`src/rtl/guess_input_pkg.sv`:
```
// Shared definitions for the binary-game player input path: guess width,
// capture FSM states and the default debounce interval.
package guess_input_pkg;

  localparam int GUESS_WIDTH             = 8;
  localparam int DEFAULT_DEBOUNCE_CYCLES = 1_000_000;

  typedef enum logic {
    IDLE = 1'b0,
    HOLD = 1'b1
  } state_e;

  // Wide enough to hold DEBOUNCE_CYCLES itself, so the counter never wraps.
  function automatic int cnt_width(input int cycles);
    return $clog2(cycles + 1);
  endfunction

endpackage

```
`src/rtl/guess_input_debouncer.sv`:
```
// Two-flop synchroniser followed by a stability counter; the output follows
// the input only after it has held a new level for DEBOUNCE_CYCLES cycles.
module debouncer
  import guess_input_pkg::*;
#(
  parameter int DEBOUNCE_CYCLES = DEFAULT_DEBOUNCE_CYCLES
) (
  input  logic clk,
  input  logic rst,
  input  logic din,
  output logic dout
);

  localparam int                CNT_W    = cnt_width(DEBOUNCE_CYCLES);
  localparam logic [CNT_W-1:0]  CNT_LAST = CNT_W'(DEBOUNCE_CYCLES - 1);

  logic             meta_q;
  logic             sync_q;
  logic             level_q, level_d;
  logic [CNT_W-1:0] cnt_q, cnt_d;

  // Any sample matching the current level restarts the stability count.
  always_comb begin
    level_d = level_q;
    cnt_d   = '0;
    if (sync_q != level_q) begin
      if (cnt_q == CNT_LAST) begin
        level_d = sync_q;
      end else begin
        cnt_d = cnt_q + CNT_W'(1);
      end
    end
  end

  always_ff @(posedge clk) begin
    if (!rst) begin
      meta_q  <= 1'b0;
      sync_q  <= 1'b0;
      level_q <= 1'b0;
      cnt_q   <= '0;
    end else begin
      meta_q  <= din;
      sync_q  <= meta_q;
      level_q <= level_d;
      cnt_q   <= cnt_d;
    end
  end

  assign dout = level_q;

endmodule

```
`src/rtl/guess_input.sv`:
```
// Player-side capture: synchronises the switches, debounces the submit button
// and offers each clean press's switch value over a valid/ready handshake.
module guess_input
  import guess_input_pkg::*;
#(
  parameter int WIDTH           = GUESS_WIDTH,
  parameter int DEBOUNCE_CYCLES = DEFAULT_DEBOUNCE_CYCLES
) (
  input  logic             clk,
  input  logic             rst,
  input  logic [WIDTH-1:0] sw,
  input  logic             btn,
  input  logic             guess_ready,
  output logic [WIDTH-1:0] guess,
  output logic             guess_valid,
  output logic             btn_level
);

  logic [WIDTH-1:0] sw_meta_q;
  logic [WIDTH-1:0] sw_s_q;
  logic             btn_level_w;
  logic             btn_level_q;
  logic             press;
  state_e           state_q;
  logic [WIDTH-1:0] guess_q;
  logic             valid_q;

  debouncer #(
    .DEBOUNCE_CYCLES(DEBOUNCE_CYCLES)
  ) u_btn_db (
    .clk  (clk),
    .rst  (rst),
    .din  (btn),
    .dout (btn_level_w)
  );

  always_ff @(posedge clk) begin
    if (!rst) begin
      sw_meta_q   <= '0;
      sw_s_q      <= '0;
      btn_level_q <= 1'b0;
    end else begin
      sw_meta_q   <= sw;
      sw_s_q      <= sw_meta_q;
      btn_level_q <= btn_level_w;
    end
  end

  // Rising edge of the debounced level only; a held button yields one pulse.
  assign press = btn_level_w & ~btn_level_q;

  // Presses arriving while a guess is pending are dropped, not queued.
  always_ff @(posedge clk) begin
    if (!rst) begin
      state_q <= IDLE;
      guess_q <= '0;
      valid_q <= 1'b0;
    end else begin
      case (state_q)
        IDLE: begin
          if (press) begin
            guess_q <= sw_s_q;
            valid_q <= 1'b1;
            state_q <= HOLD;
          end
        end
        HOLD: begin
          if (guess_ready) begin
            valid_q <= 1'b0;
            state_q <= IDLE;
          end
        end
        default: begin
          valid_q <= 1'b0;
          state_q <= IDLE;
        end
      endcase
    end
  end

  assign guess       = guess_q;
  assign guess_valid = valid_q;
  assign btn_level   = btn_level_w;

endmodule

```
`config.mk`:
```
export PLATFORM = sky130hd
export DESIGN_NAME = guess_input
export DESIGN_NICKNAME = d
export VERILOG_FILES = /design/src/rtl/guess_input_pkg.sv /design/src/rtl/guess_input_debouncer.sv /design/src/rtl/guess_input.sv
export SDC_FILE = /design/constraint.sdc
export NUM_CORES = 1
export LEC_CHECK = 0
export ABC_AREA = 1
export BUFFER_PORTS_ARGS = -buffer_cell sky130_fd_sc_hd__clkbuf_2
export CAP_MARGIN = 15
export CORE_AREA = 2 2 64 66
export DETAILED_ROUTE_END_ITERATION = 12
export DIE_AREA = 0 0 66 68
export PLACE_DENSITY_LB_ADDON = 0.05
export SLEW_MARGIN = 20
export SYNTH_ARGS = -nofsm -noshare
export SYNTH_HDL_FRONTEND = slang
export SYNTH_HIERARCHICAL = 1
export SYNTH_SLANG_ARGS = --single-unit
```
`constraint.sdc`:
```
create_clock -name clk -period 1.75 [get_ports clk]
set_input_delay 0 -clock clk [delete_from_list [all_inputs] [get_ports clk]]
set_output_delay 0 -clock clk [all_outputs]
set_load 0.02 [all_outputs]
```
# Word-level counts from Yosys, hierarchy flattened
# Cells that the tools add are included.
dict set report totals {
  input_bits 12
  n_memories 0
  latchBits 0
  romBits 0
  regBits 50
  mem_bits_rw 0
}
dict set report op_classes {
  order_cmp 0
  n_div 0
  n_mul 0
  n_addsub 1
  n_bitwise 5
  mux 6
  eq_ne 4
  shift 0
  reduce_logical 4
}
# op n
set op_table {}
lappend op_table {{adder 20 x 1 -> 20 bit, second input constant} 1}
lappend op_table {{== test 20 bit, second input constant} 1}
lappend op_table {{AND reduction 2 bit} 3}
lappend op_table {{two-way mux 1 bit} 4}
lappend op_table {{inequality test 2 bit, second input constant} 2}
lappend op_table {{inverter 1 bit} 4}
lappend op_table {{case mux 1 bit (2 select lines)} 2}
lappend op_table {{OR reduction 3 bit} 1}
lappend op_table {{AND 1 bit} 1}
lappend op_table {{inequality test 1 bit} 1}

# Depth between registers and ports, before layout
# Gate-level depths: netlist (run 1).
dict set report depth {
  word_depth 4
  depth_mapped 8
  depth_no_buf 8
}

# Hierarchy
# Netlist (run 1), hierarchy kept.
# module n_inst seq_area_each_um2 cells_per_inst area_per_inst_um2
set modules_own_cells {}
lappend modules_own_cells {debouncer 1 460.4 159 1156.1}
lappend modules_own_cells {guess_input 1 540.5 114 908.4}

# Worst setup path before layout (run 1)
# Ideal clock, no wire load.
dict set report synth_timing {
  path_kind {register to register}
  from {reg u_btn_db.cnt_q[0]}
  to {reg u_btn_db.cnt_q[11]}
  t_required_ns 1.635
  arrival_ns 1.257
  period_less_slack_ns 1.372
  setup_time_ns 0.115
  setup_slack_ns 0.378
  path_stages_with_launch 8
  path_cell_list {dfxtp_1 -> ha_1 -> nand3_2 -> nor2_2 -> nand3_2 -> nand2_4 -> buf_12 -> nor2_2}
}
dict set report synth_between {
  elab_chain_len 2
}
# item line_no
set synth_rtl {}
lappend synth_rtl {{from (decl)} guess_input_debouncer.sv:20} ;# logic [CNT_W-1:0] cnt_q, cnt_d;
lappend synth_rtl {{from (signal assigned)} guess_input_debouncer.sv:45} ;# cnt_q <= cnt_d;
lappend synth_rtl {{branches (longest 2 deep; another with adder 20 x 1 -> 20 bit)} n/a}
# Several ways; the timed one is not identified.
# A chain may end at the register's enable or synchronous reset.

# Worst setup path in the final report (run 1)
dict set report layout_timing {
  from {reg u_btn_db.cnt_q[0]}
  to {reg u_btn_db.cnt_q[9]}
}
# Same word-level chain as after synthesis.

==> results of run 1 <==
==> worst max-delay path by stage <==
| stage | start | endpoint | cells past startpoint |
|---|---|---|---|
| after floorplan | u_btn_db/cnt_q[0]$_SDFF_PP0_ | u_btn_db/cnt_q[11]$_SDFF_PP0_ | 7 |
| after global placement | u_btn_db/cnt_q[0]$_SDFF_PP0_ | u_btn_db/cnt_q[9]$_SDFF_PP0_ | 6 |
| after detailed placement | u_btn_db/cnt_q[0]$_SDFF_PP0_ | u_btn_db/cnt_q[9]$_SDFF_PP0_ | 6 |
| after CTS | u_btn_db/cnt_q[0]$_SDFF_PP0_ | u_btn_db/cnt_q[9]$_SDFF_PP0_ | 6 |
| after global routing | u_btn_db/cnt_q[0]$_SDFF_PP0_ | u_btn_db/cnt_q[16]$_SDFF_PP0_ | 8 |
| final | u_btn_db/cnt_q[0]$_SDFF_PP0_ | u_btn_db/cnt_q[9]$_SDFF_PP0_ | 6 |
==> power groups by stage <==
stage | Sequential, uW | Combinational [uW] | Clock [uW]
floorplan | 1190 | 34.6 | 0
global placement | 1190 | 47.0 | 0
detailed placement | 1190 | 47.5 | 0
CTS | 1160 | 64.7 | 673
global route | 1160 | 72.6 | 712
finish | 1160 | 63.5 | 638
==> metal layers <==
layer	vias up	share of wire
li1	889	-
met1	691	0.50
met2	37	0.43
met3	4	0.058
met4	0	0.013
met5	-	0
==> worst min-delay path, delay by kind of cell <==
kind / cells / cell delay, ns
AOI/OAI and AO/OA: 2 / 0.16
buffers and inverters: 1 / 0.09
and+or+nand+nor: 2 / 0.12
==> cell usage after synthesis (all sizes together) <==
master,n,share of area
or2,3,0.0091
inv,44,0.080
nor3,1,0.0024
nand4,5,0.015
nand3,15,0.050
a21oi,11,0.028
nand3b,1,0.0036
nor2,54,0.11
buf,4,0.021
nand2,71,0.13
clkbuf,1,0.0067
xor2,4,0.017
ha,1,0.0061
dfxtp,50,0.48
o21bai,1,0.0036
o21ai,3,0.0073
xnor2,4,0.017
==> stage by stage <==
step           power (uW)  hold WS [ns]  setup slack (ns)  instance area [sq um]   util
6_report             1860         0.103             0.264                   2370  0.616
5_1_grt              1950         0.128            0.0937                   2370  0.616
4_1_cts              1900        0.0934             0.248                   2370  0.616
3_5_place_dp         1240         0.187             0.253                   2190  0.568
3_3_place_gp         1240         0.181             0.290                   2190  0.568
2_1_floorplan        1220        0.0935             0.378                   2060      -
==> flip-flops by register name, summed over array words and instances (netlist names) <==
name             count
u_btn_db/cnt_q      20
guess                8
sw_meta_q            8
sw_s_q               8
btn_level_q          1
guess_valid          1
state_q              1
u_btn_db/dout        1
u_btn_db/meta_q      1
u_btn_db/sync_q      1
==> area by class of cell <==
| type | count | area (sq um) | area share |
|---|---|---|---|
| Timing Repair Buffer | 33 | 220 | 0.0928 |
| Clock buffer | 5 | 68.8 | 0.0290 |
| Sequential cell | 50 | 1000 | 0.422 |
| Inverter | 44 | 165 | 0.0696 |
| Multi-Input combinational cell | 174 | 841 | 0.354 |
| Clock inverter | 2 | 15.0 | 0.00633 |
| Tap cell | 50 | 62.6 | 0.0264 |
==> kinds of logic after synthesis <==
group | after synthesis | synth area share
AOI/OAI and AO/OA | 15 | 0.0394
xor gates and xnor gates | 8 | 0.0339
adders and majority gates | 1 | 0.00606
buffers and inverters | 49 | 0.108
DFF | 50 | 0.485
and+or+nand+nor | 150 | 0.328
==> flow_summary_export.csv, run 1 <==
group,metric,value,unit
drt,drt_iter0_drc,101,
timing,rsz0062_at_grt,"false",
timing,fmax,0.673,GHz
drt,vias,1621,
drt,post-route-drc-count,0,
yosys,syn_area_per_cell,7.56,sq um
global_route,use_met2,0.254,
power,ir_worst_vdd,0.000545,V
global_route,grt.total_usage,0.170,
setup_path,crit_path_max_fanout,17,
yosys,synth_area,2060,sq um
final_layout,syn_to_final_growth,15.0,%
power,clockPowerShare,0.342,
timing,hold_viol,0,
timing,tightest_slew,0.267,ns
min_path,whs_path_depth,5,
run_status,status,"completed",
drt,drtAntennaViolNets,0,
power,p_leak,0.00104,uW
yosys,yosysUniqueCellTypes,28,
die,die_h,68,um
die,start_util,0.535,
drt,vias_per_cell,4.53,
timing,fin_crit_sh,0.849,
clocking,cts-buffers-inserted,5,
setup_path,cp-start-kind,"flip-flop",
yosys,yosys_warnings,6,
setup_path,crit_chain,"ha_1 > nand3_2 > nor2_2 > nand3_2 > nand2_4 > nor2_1",
timing,setup_viol_count_final,0,
die,fp-row-count,23,
global_route,grt_pass1_vias,1321,
global_route,grt_overflow_total,0,
yosys,synth_cells,273,
clocking,cts_num_sinks,50,
die,top_level_ports,22,
clocking,clock-root-buffer,"clkbuf_8",
yosys,ys_seq_area_frac,0.485,
min_path,hold_class,"in -> reg",
placement,place_inst,341,
setup_path,rr_worst_depth,6,
power,power_density,785,nW/um^2
drt,wire_per_inst,9.67,um
setup_path,path_class,"reg -> reg",
final_layout,layout_common_cells,"69 x nand2_1, 50 x dfxtp_1, 43 x inv_1, 41 x nor2_1, 21 x clkbuf_2",
setup_path,worstReg2RegEnd,"u_btn_db/cnt_q[9]$_SDFF_PP0_",
timing,drv_slew,0,
placement,portBuffers,21,
final_layout,drive_gt1_frac,0.169,
die,core,3860,sq um
drt,wirelength,3460,um
clocking,clock_path_buffers,2,
timing,max_slew_margin,0.822,
die,fp.dieArea,4490,sq um
final_layout,stdcell_count,358,
timing,finClkSkew,0.00615,ns
yosys,ys_ff_latch,50,
clocking,postCtsSetupBuffers,0,
global_route,busiest_layer,"met2",
final_layout,mostFrequentLayoutCell,"nand2_1",
global_route,antenna_found_initial,0,
setup_path,critPathBufInv,0,
global_route,grt_first_pass_wirelength,5750,um
timing,min_period,1.49,ns
clocking,cts_resized,0,
final_layout,nFillCells,371,
setup_path,cpLargestDelayFamily,"simple AND/OR/NAND/NOR gates",
power,p_sw,401,uW
placement,hpwl,2380,um
min_path,holdPathEnd,"u_btn_db/cnt_q[10]$_SDFF_PP0_",
die,die_w,66,um
min_path,worstHoldStart,"rst",
setup_path,crit_top_cell,"nand3_2",
global_route,grt_util_met1,0.231,
clocking,htree_levels,2,
clocking,cts_tree,"yes",
power,p_seq_frac,0.623,
clocking,ctsHoldBuffers,10,
power,intPower,1460,uW
setup_path,required,1.94,ns
run,cap_viol_max_count,0,
global_route,grt_max_degree,30,
timing,fin_tns_setup,0,ns
setup_path,cpPeakStageDelay,0.38,ns
setup_path,crit_arrival,1.67,ns
clocking,clk_pin_slew,0.09,ns
setup_path,endpoint_kind,"flip-flop",
final_layout,antennaDiodeCount,0,
power,swShare,0.215,
drt,dr.pass1.iters,5,
setup_path,ff2ff_setup_slack,0.26,ns
setup_path,cp_slowest_cell,"dfxtp_1",
clocking,clock_latency,0.30,ns
global_route,met3_usage,0.0362,
final_layout,nets,321,
yosys,synth_fp_nets,286,
placement,routabilityCongestion,0.813,
setup_path,r2r-start,"u_btn_db/cnt_q[0]$_SDFF_PP0_",
power,pwr-share-comb,0.034,
(Power assumes the default switching activity.)
==> run 2: changes to the inputs <==
--- a/config.mk
+++ b/config.mk
@@ -5,12 +5,12 @@
 export SDC_FILE = /design/constraint.sdc
 export NUM_CORES = 1
 export LEC_CHECK = 0
-export ABC_AREA = 1
+export ABC_AREA = 0
 export BUFFER_PORTS_ARGS = -buffer_cell sky130_fd_sc_hd__clkbuf_2
 export CAP_MARGIN = 15
-export CORE_AREA = 2 2 64 66
+export CORE_AREA = 2 2 65 67
 export DETAILED_ROUTE_END_ITERATION = 12
-export DIE_AREA = 0 0 66 68
+export DIE_AREA = 0 0 67 69
 export PLACE_DENSITY_LB_ADDON = 0.05
 export SLEW_MARGIN = 20
 export SYNTH_ARGS = -nofsm -noshare
==> constraint.sdc (replaced) <==
create_clock -name clk -period 1.25 [get_ports clk]
set_input_delay 0 -clock clk [delete_from_list [all_inputs] [get_ports clk]]
set_output_delay 0 -clock clk [all_outputs]
set_load 0.02 [all_outputs]
==> run 2 against run 1 <==
  * The run now ends with setup timing left
  * Via count decreased by 5.7%
  * Hold slack got worse by 0.092 ns
  * Power increased by 51%
  * Sequential share of layout area decreased by 3.2 points
  * Utilization increased by 5.0 points
  * Setup slack got worse by 0.69 ns
  * Register-to-register slack got worse by 0.69 ns
  * Largest power group unchanged
==> flow_summary_export.csv, run 2 <==
group,metric,value,unit
yosys,synthMostInstantiatedCell,"dfxtp_1",
setup_path,crit_arrival,1.91,ns
timing,setup_viol_count_final,20,
global_route,antenna_found_initial,0,
drt,vias,1528,
yosys,ys_seq_area_frac,0.537,
power,intPower,2260,uW
timing,rsz0062_at_grt,"true",
final_layout,largest_register,"u_btn_db/cnt_q",
die,fp-row-count,23,
yosys,synth_edf_count,0,
clocking,clock_latency,0.30,ns
clocking,clk_pin_slew,0.09,ns
clocking,htree_levels,2,
drt,drtAntennaViolNets,0,
final_layout,nets,271,
final_layout,antennaDiodeCount,0,
global_route,grt_overflow_total,0,
run_status,violations,"setup timing",
drt,drt_iter0_drc,40,
drt,dr.pass1.iters,4,
timing,fin_crit_sh,1.34,
min_path,worstHoldStart,"guess_ready",
yosys,yosys-top-cells-count,"50 x dfxtp_1, 21 x nand2_1, 20 x and2_1",
power,total_power,2810,uW
yosys,synth-async-reset-ratio,0,
yosys,yosys_warnings,6,
power,ir_worst_vdd,0.000768,V
setup_path,path_class,"reg -> reg",
setup_path,r2r-start,"u_btn_db/cnt_q[8]$_SDFF_PP0_",
final_layout,layout_common_cells,"42 x dfxtp_1, 35 x buf_4, 21 x clkbuf_2, 20 x and2_1, 20 x nand2_1",
yosys,yosysUniqueCellTypes,34,
placement,routabilityCongestion,0.833,
clocking,cts_num_sinks,50,
die,die_w,67,um
power,pwr-share-comb,0.035,
timing,tightest_slew,0.301,ns
yosys,ys_ff_latch,50,
global_route,grt.total_usage,0.176,
global_route,grt_max_degree,36,
yosys,synth_cells,190,
run_status,status,"finished, violations left",
yosys,synth_top_area_frac,0.537,
die,start_util,0.477,
die,top_level_ports,22,
min_path,whs_path_depth,3,
timing,finClkSkew,0.00941,ns
timing,fin_tns_setup,-7.46,ns
setup_path,cp-start-kind,"flip-flop",
setup_path,ff2ff_setup_slack,-0.43,ns
drt,wire_per_inst,11.8,um
yosys,synth_area,1870,sq um
drt,vias_per_cell,4.96,
yosys,synthFlopType,"dfxtp_1",
placement,hpwl,2400,um
final_layout,largest_register_ffs,20,
yosys,synth_fp_nets,203,
timing,drv_slew,0,
placement,portBuffers,21,
run,cap_viol_max_count,0,
timing,hold_viol,0,
timing,max_slew_margin,0.798,
setup_path,crit_path_max_fanout,6,
final_layout,nFillCells,309,
die,core,3910,sq um
global_route,grt_pass1_vias,1519,
timing,setup_ws,-0.429,ns
yosys,synth_area_leaders,"dfxtp_1 54%, and2_1 6.7%, mux2i_1 4.3%",
die,fp.dieArea,4620,sq um
power,swShare,0.194,
die,die_h,69,um
final_layout,syn_to_final_growth,39.7,%
power,p_seq_frac,0.578,
power,p_sw,545,uW
final_layout,mostFrequentLayoutCell,"dfxtp_1",
global_route,grt_first_pass_wirelength,6400,um
timing,min_period,1.68,ns
drt,post-route-drc-count,0,
setup_path,endpoint_kind,"flip-flop",
clocking,clock-root-buffer,"clkbuf_8",
min_path,hold_class,"in -> reg",
setup_path,required,1.48,ns
min_path,holdPathEnd,"state_q$_SDFF_PN0_",
setup_path,rr_worst_depth,4,
setup_path,worstReg2RegEnd,"u_btn_db/cnt_q[19]$_SDFF_PP0_",
yosys,synth_top_area_cell,"dfxtp_1",
yosys,syn_area_per_cell,9.82,sq um
power,power_density,1080,nW/um^2
drt,wirelength,3630,um
power,clockPowerShare,0.387,
clocking,cts-buffers-inserted,5,
power,p_leak,0.00101,uW
clocking,clock_path_buffers,2,
timing,whs,0.0118,ns
clocking,cts_tree,"yes",
timing,fmax,0.596,GHz
final_layout,drive_gt1_frac,0.353,
[run 2: cell types whose count changed after synthesis, sizes merged, moves of 3 or more]
cell   delta
o31ai     +3
or3       +5
nor2     -41
a21oi     -4
nand3     -8
or4       +4
and2     +20
nand2    -50
inv      -39
mux2i     +8
or2       -3
[run 2: through the flow]
stage / cell area, sq um / setup slack [ns] / cells / util
global route: 2610 / -0.519 / 308 / 0.666
detailed placement: 2270 / -0.429 / 285 / 0.581
floorplan: 1910 / -0.406 / 190 / -
CTS: 2550 / -0.394 / 306 / 0.652
global placement: 2270 / -0.393 / 285 / 0.581
finish: 2610 / -0.429 / 308 / 0.666
[run 2: kinds of logic after synthesis]
logic type	synth area share
simple gates	0.256
flops	0.537
compound gates	0.0671
xor+xnor	0.0563
buf+inv	0.0342
mux	0.0429
fa+ha+maj	0.00671
[run 2: power groups by stage]
stage / sequential (uW) / clock [uW] / combinational (uW)
after floorplan: 1660 / 0 / 43.9
after global placement: 1660 / 0 / 66.4
after detailed placement: 1660 / 0 / 69.2
after CTS: 1620 / 1110 / 93.4
after global routing: 1630 / 1190 / 113
final: 1620 / 1090 / 99.1
[run 2: cell type report]
class / instances / area [sq um] / share of cell area
inverters: 5 / 18.8 / 0.00720
multi-input cells: 128 / 887 / 0.340
clock inverters: 2 / 38.8 / 0.0149
well taps: 50 / 62.6 / 0.0240
clock buffers: 5 / 68.8 / 0.0264
flip-flops and latches: 50 / 1020 / 0.390
repair buffers: 68 / 514 / 0.197
[run 2: worst max-delay path by stage]
| stage | slack [ns] | cells past startpoint | from | endpoint |
|---|---|---|---|---|
| after floorplan | -0.41 | 5 | u_btn_db/cnt_q[8]$_SDFF_PP0_ | u_btn_db/cnt_q[17]$_SDFF_PP0_ |
| after CTS | -0.39 | 4 | u_btn_db/cnt_q[8]$_SDFF_PP0_ | u_btn_db/cnt_q[17]$_SDFF_PP0_ |
| final | -0.43 | 4 | u_btn_db/cnt_q[8]$_SDFF_PP0_ | u_btn_db/cnt_q[19]$_SDFF_PP0_ |
| after global placement | -0.39 | 6 | u_btn_db/cnt_q[8]$_SDFF_PP0_ | u_btn_db/cnt_q[7]$_SDFF_PP0_ |
| after global routing | -0.52 | 4 | u_btn_db/cnt_q[8]$_SDFF_PP0_ | u_btn_db/cnt_q[19]$_SDFF_PP0_ |
| after detailed placement | -0.43 | 4 | u_btn_db/cnt_q[8]$_SDFF_PP0_ | u_btn_db/cnt_q[17]$_SDFF_PP0_ |
[run 2: repair_timing]
action | CTS | global route
resized for setup | 9 | 6
endpoints found under the hold margin | 9 | 0
gates cloned | 0 | 2
endpoints found under the setup margin | 20 | 20
setup buffers | 5 | 0
pin swaps | 6 | 4
hold buffers | 9 | 0
[run 2: routing by layer]
| layer | wire length, um | global-route usage | up-vias |
|---|---|---|---|
| met1 | 1680 | 0.227 | 719 |
| met2 | 1760 | 0.282 | 29 |
| met3 | 140 | 0.0440 | 4 |
| met4 | 51 | 0.0635 | 0 |
| li1 | - | - | 776 |
| met5 | 0 | 0 | - |
[run 2: critical path: stages (launching register included)]
cell and delay [ns]:
dfxtp_2 0.33, nand4_1 0.16, or4_4 0.59, or4_1 0.41, a21oi_1 0.13
==> run 3: changes to the inputs <==
--- a/config.mk
+++ b/config.mk
@@ -8,12 +8,11 @@
 export ABC_AREA = 0
 export BUFFER_PORTS_ARGS = -buffer_cell sky130_fd_sc_hd__clkbuf_2
 export CAP_MARGIN = 15
-export CORE_AREA = 2 2 65 67
+export CORE_AREA = 2 2 64 66
 export DETAILED_ROUTE_END_ITERATION = 12
-export DIE_AREA = 0 0 67 69
+export DIE_AREA = 0 0 66 68
 export PLACE_DENSITY_LB_ADDON = 0.05
 export SLEW_MARGIN = 20
 export SYNTH_ARGS = -nofsm -noshare
 export SYNTH_HDL_FRONTEND = slang
-export SYNTH_HIERARCHICAL = 1
 export SYNTH_SLANG_ARGS = --single-unit
==> run 3 against run 2 <==
  * The flow still finishes with violations (setup timing)
  * Sequential cell count is the same
  * Synthesized cell count shrank 4.7%
  * Largest cell class unchanged
  * Utilization shrank 4.6 points
  * Global-route usage is essentially flat
  * First-iteration DRC count grew 38%
  * Wire length shrank 5.6%
  * Setup slack lost 0.25 ns
==> flow_summary_export.csv, run 3 <==
group,metric,value,unit
drt,post-route-drc-count,0,
final_layout,layout_common_cells,"45 x dfxtp_1, 29 x buf_4, 23 x nor2_1, 21 x clkbuf_2, 20 x and2_1",
yosys,synth-async-reset-ratio,0,
clocking,cts_tree,"yes",
timing,rsz0062_at_grt,"true",
global_route,antenna_found_initial,0,
yosys,synth_fp_nets,194,
clocking,postCtsSetupBuffers,0,
yosys,ys_seq_area_frac,0.552,
yosys,synth_edf_count,0,
setup_path,path_class,"reg -> reg",
global_route,grt.total_usage,0.176,
final_layout,syn_to_final_growth,31.8,%
die,fp.dieArea,4490,sq um
final_layout,stdcell_count,293,
global_route,grt_util_met1,0.197,
final_layout,largest_register_ffs,20,
global_route,use_met2,0.327,
timing,min_period,1.93,ns
global_route,grt_max_degree,19,
die,top_level_ports,22,
min_path,hold_class,"in -> reg",
timing,fin_tns_setup,-12.53,ns
power,p_leak,0.000960,uW
yosys,synth_area,1810,sq um
power,ir_worst_vdd,0.000635,V
timing,fmax,0.519,GHz
timing,finClkSkew,0.00570,ns
placement,routabilityCongestion,0.829,
final_layout,drive_gt1_frac,0.280,
die,core,3860,sq um
timing,fin_crit_sh,1.54,
yosys,synth_top_area_cell,"dfxtp_1",
placement,portBuffers,21,
yosys,yosys-top-cells-count,"50 x dfxtp_1, 23 x nor2_1, 20 x and2_1",
drt,vias_per_cell,4.78,
drt,drtAntennaViolNets,0,
power,power_density,1090,nW/um^2
run_status,violations,"setup timing",
final_layout,final_area,2390,sq um
global_route,busiest_layer,"met2",
yosys,yosysUniqueCellTypes,31,
clocking,clk_pin_slew,0.08,ns
run,cap_viol_max_count,0,
placement,hpwl,2470,um
clocking,clock_path_buffers,2,
timing,max_slew_margin,0.808,
global_route,grt_overflow_total,0,
placement,dpl_cell_area,2190,sq um
yosys,syn_area_per_cell,10.0,sq um
drt,dr.pass1.iters,4,
die,die_h,68,um
die,fp-row-count,23,
yosys,synth_cells,181,
power,total_power,2600,uW
drt,vias,1401,
setup_path,crit_path_max_fanout,18,
die,start_util,0.470,
timing,drv_slew,0,
yosys,synth_area_leaders,"dfxtp_1 55%, and2_1 6.9%, nor2_1 4.8%",
yosys,synthFlopType,"dfxtp_1",
final_layout,nets,256,
final_layout,antennaDiodeCount,0,
clocking,cts-buffers-inserted,5,
timing,setup_ws,-0.676,ns
setup_path,endpoint_kind,"flip-flop",
die,die_w,66,um
global_route,grt_first_pass_wirelength,5950,um
setup_path,required,1.43,ns
final_layout,mostFrequentLayoutCell,"dfxtp_1",
global_route,met3_usage,0.0444,
clocking,clock_latency,0.29,ns
drt,wirelength,3430,um
setup_path,crit_arrival,2.10,ns
timing,setup_viol_count_final,19,
global_route,grt_pass1_vias,1389,
clocking,htree_levels,2,
yosys,synthMostInstantiatedCell,"dfxtp_1",
yosys,synth_top_area_frac,0.552,
drt,wire_per_inst,11.7,um
timing,hold_viol,0,
clocking,cts_num_sinks,50,
placement,place_inst,275,
setup_path,cp-start-kind,"flip-flop",
yosys,ys_ff_latch,50,
run_status,status,"finished, violations left",
clocking,clock-root-buffer,"clkbuf_8",
timing,tightest_slew,0.286,ns
final_layout,nFillCells,335,
final_layout,largest_register,"u_btn_db.cnt_q",
drt,drt_iter0_drc,55,
yosys,yosys_warnings,0,
[run 3: cell types whose count changed after synthesis, moves of 3 or more]
cell | before | now
nand2_1 | 21 | 6
xnor2_1 | 6 | 3
and3_1 | 1 | 4
or4_1 | 4 | 1
buf_2 | 3 | 0
clkbuf_1 | 1 | 5
xor2_1 | 6 | 9
nor2_1 | 13 | 23
[run 3: final timing paths]
path | slack [ns] | from | cells past startpoint | end
hold / removal | 0.05 | rst | 2 | u_btn_db.dout$_SDFFE_PN0P_
hold reg to reg | 0.44 | sw_meta_q[3]$_SDFF_PN0_ | 1 | sw_s_q[3]$_SDFF_PN0_
setup / recovery | -0.68 | u_btn_db.cnt_q[13]$_SDFF_PP0_ | 5 | u_btn_db.cnt_q[13]$_SDFF_PP0_
setup reg to reg | -0.68 | u_btn_db.cnt_q[13]$_SDFF_PP0_ | 5 | u_btn_db.cnt_q[13]$_SDFF_PP0_
[run 3: timing repair]
item / CTS / global route
cloned: 0 / 1
resized for setup: 0 / 6
hold endpoints to repair: 11 / 0
pin swaps: 0 / 1
setup endpoints to repair: 19 / 29
hold buffers: 10 / 0
[run 3: logic make-up after synthesis]
group / after synthesis / synth area share
and+or+nand+nor: 80 / 0.247
xor gates and xnor gates: 12 / 0.0580
DFF: 50 / 0.552
buffers and inverters: 12 / 0.0290
muxes: 8 / 0.0442
adders and majority gates: 1 / 0.00690
AOI/OAI and AO/OA: 18 / 0.0628
[run 3: critical path: stages, from the launching register on]
cell and delay [ns]:
dfxtp_2 0.33, or4bb_1 0.51, or4_4 0.58, o21bai_4 0.18, buf_12 0.16, a21oi_1 0.05
[run 3: power breakdown]
group | leakage [uW] | switching, uW | total, uW | internal [uW]
registers | 0.000409 | 6.70 | 1630 | 1620
clock network | 0.0000362 | 501 | 884 | 382
logic | 0.000515 | 32.9 | 86.8 | 53.9
[run 3: final cells by class]
type	count	area, sq um	area share
Clock buffer	5	68.8	0.0288
Clock inverter	2	15.0	0.00628
Inverter	5	18.8	0.00785
Multi-Input combinational cell	119	769	0.322
Sequential cell	50	1010	0.421
Tap cell	50	62.6	0.0262
Timing Repair Buffer	62	448	0.187
[run 3: per-layer routing]
layer / up-vias / part of all wire
met3: 6 / 0.034
met4: 0 / 0.012
met5: - / 0
li1: 732 / -
met1: 636 / 0.46
met2: 27 / 0.50
[run 3: through the flow]
step	hold slack, ns	setup WS, ns	util
floorplan	0.0991	-0.644	-
global placement	0.206	-0.619	0.568
detailed placement	0.208	-0.678	0.568
CTS	0.0569	-0.684	0.616
global route	0.0745	-0.719	0.620
finish	0.0508	-0.676	0.620
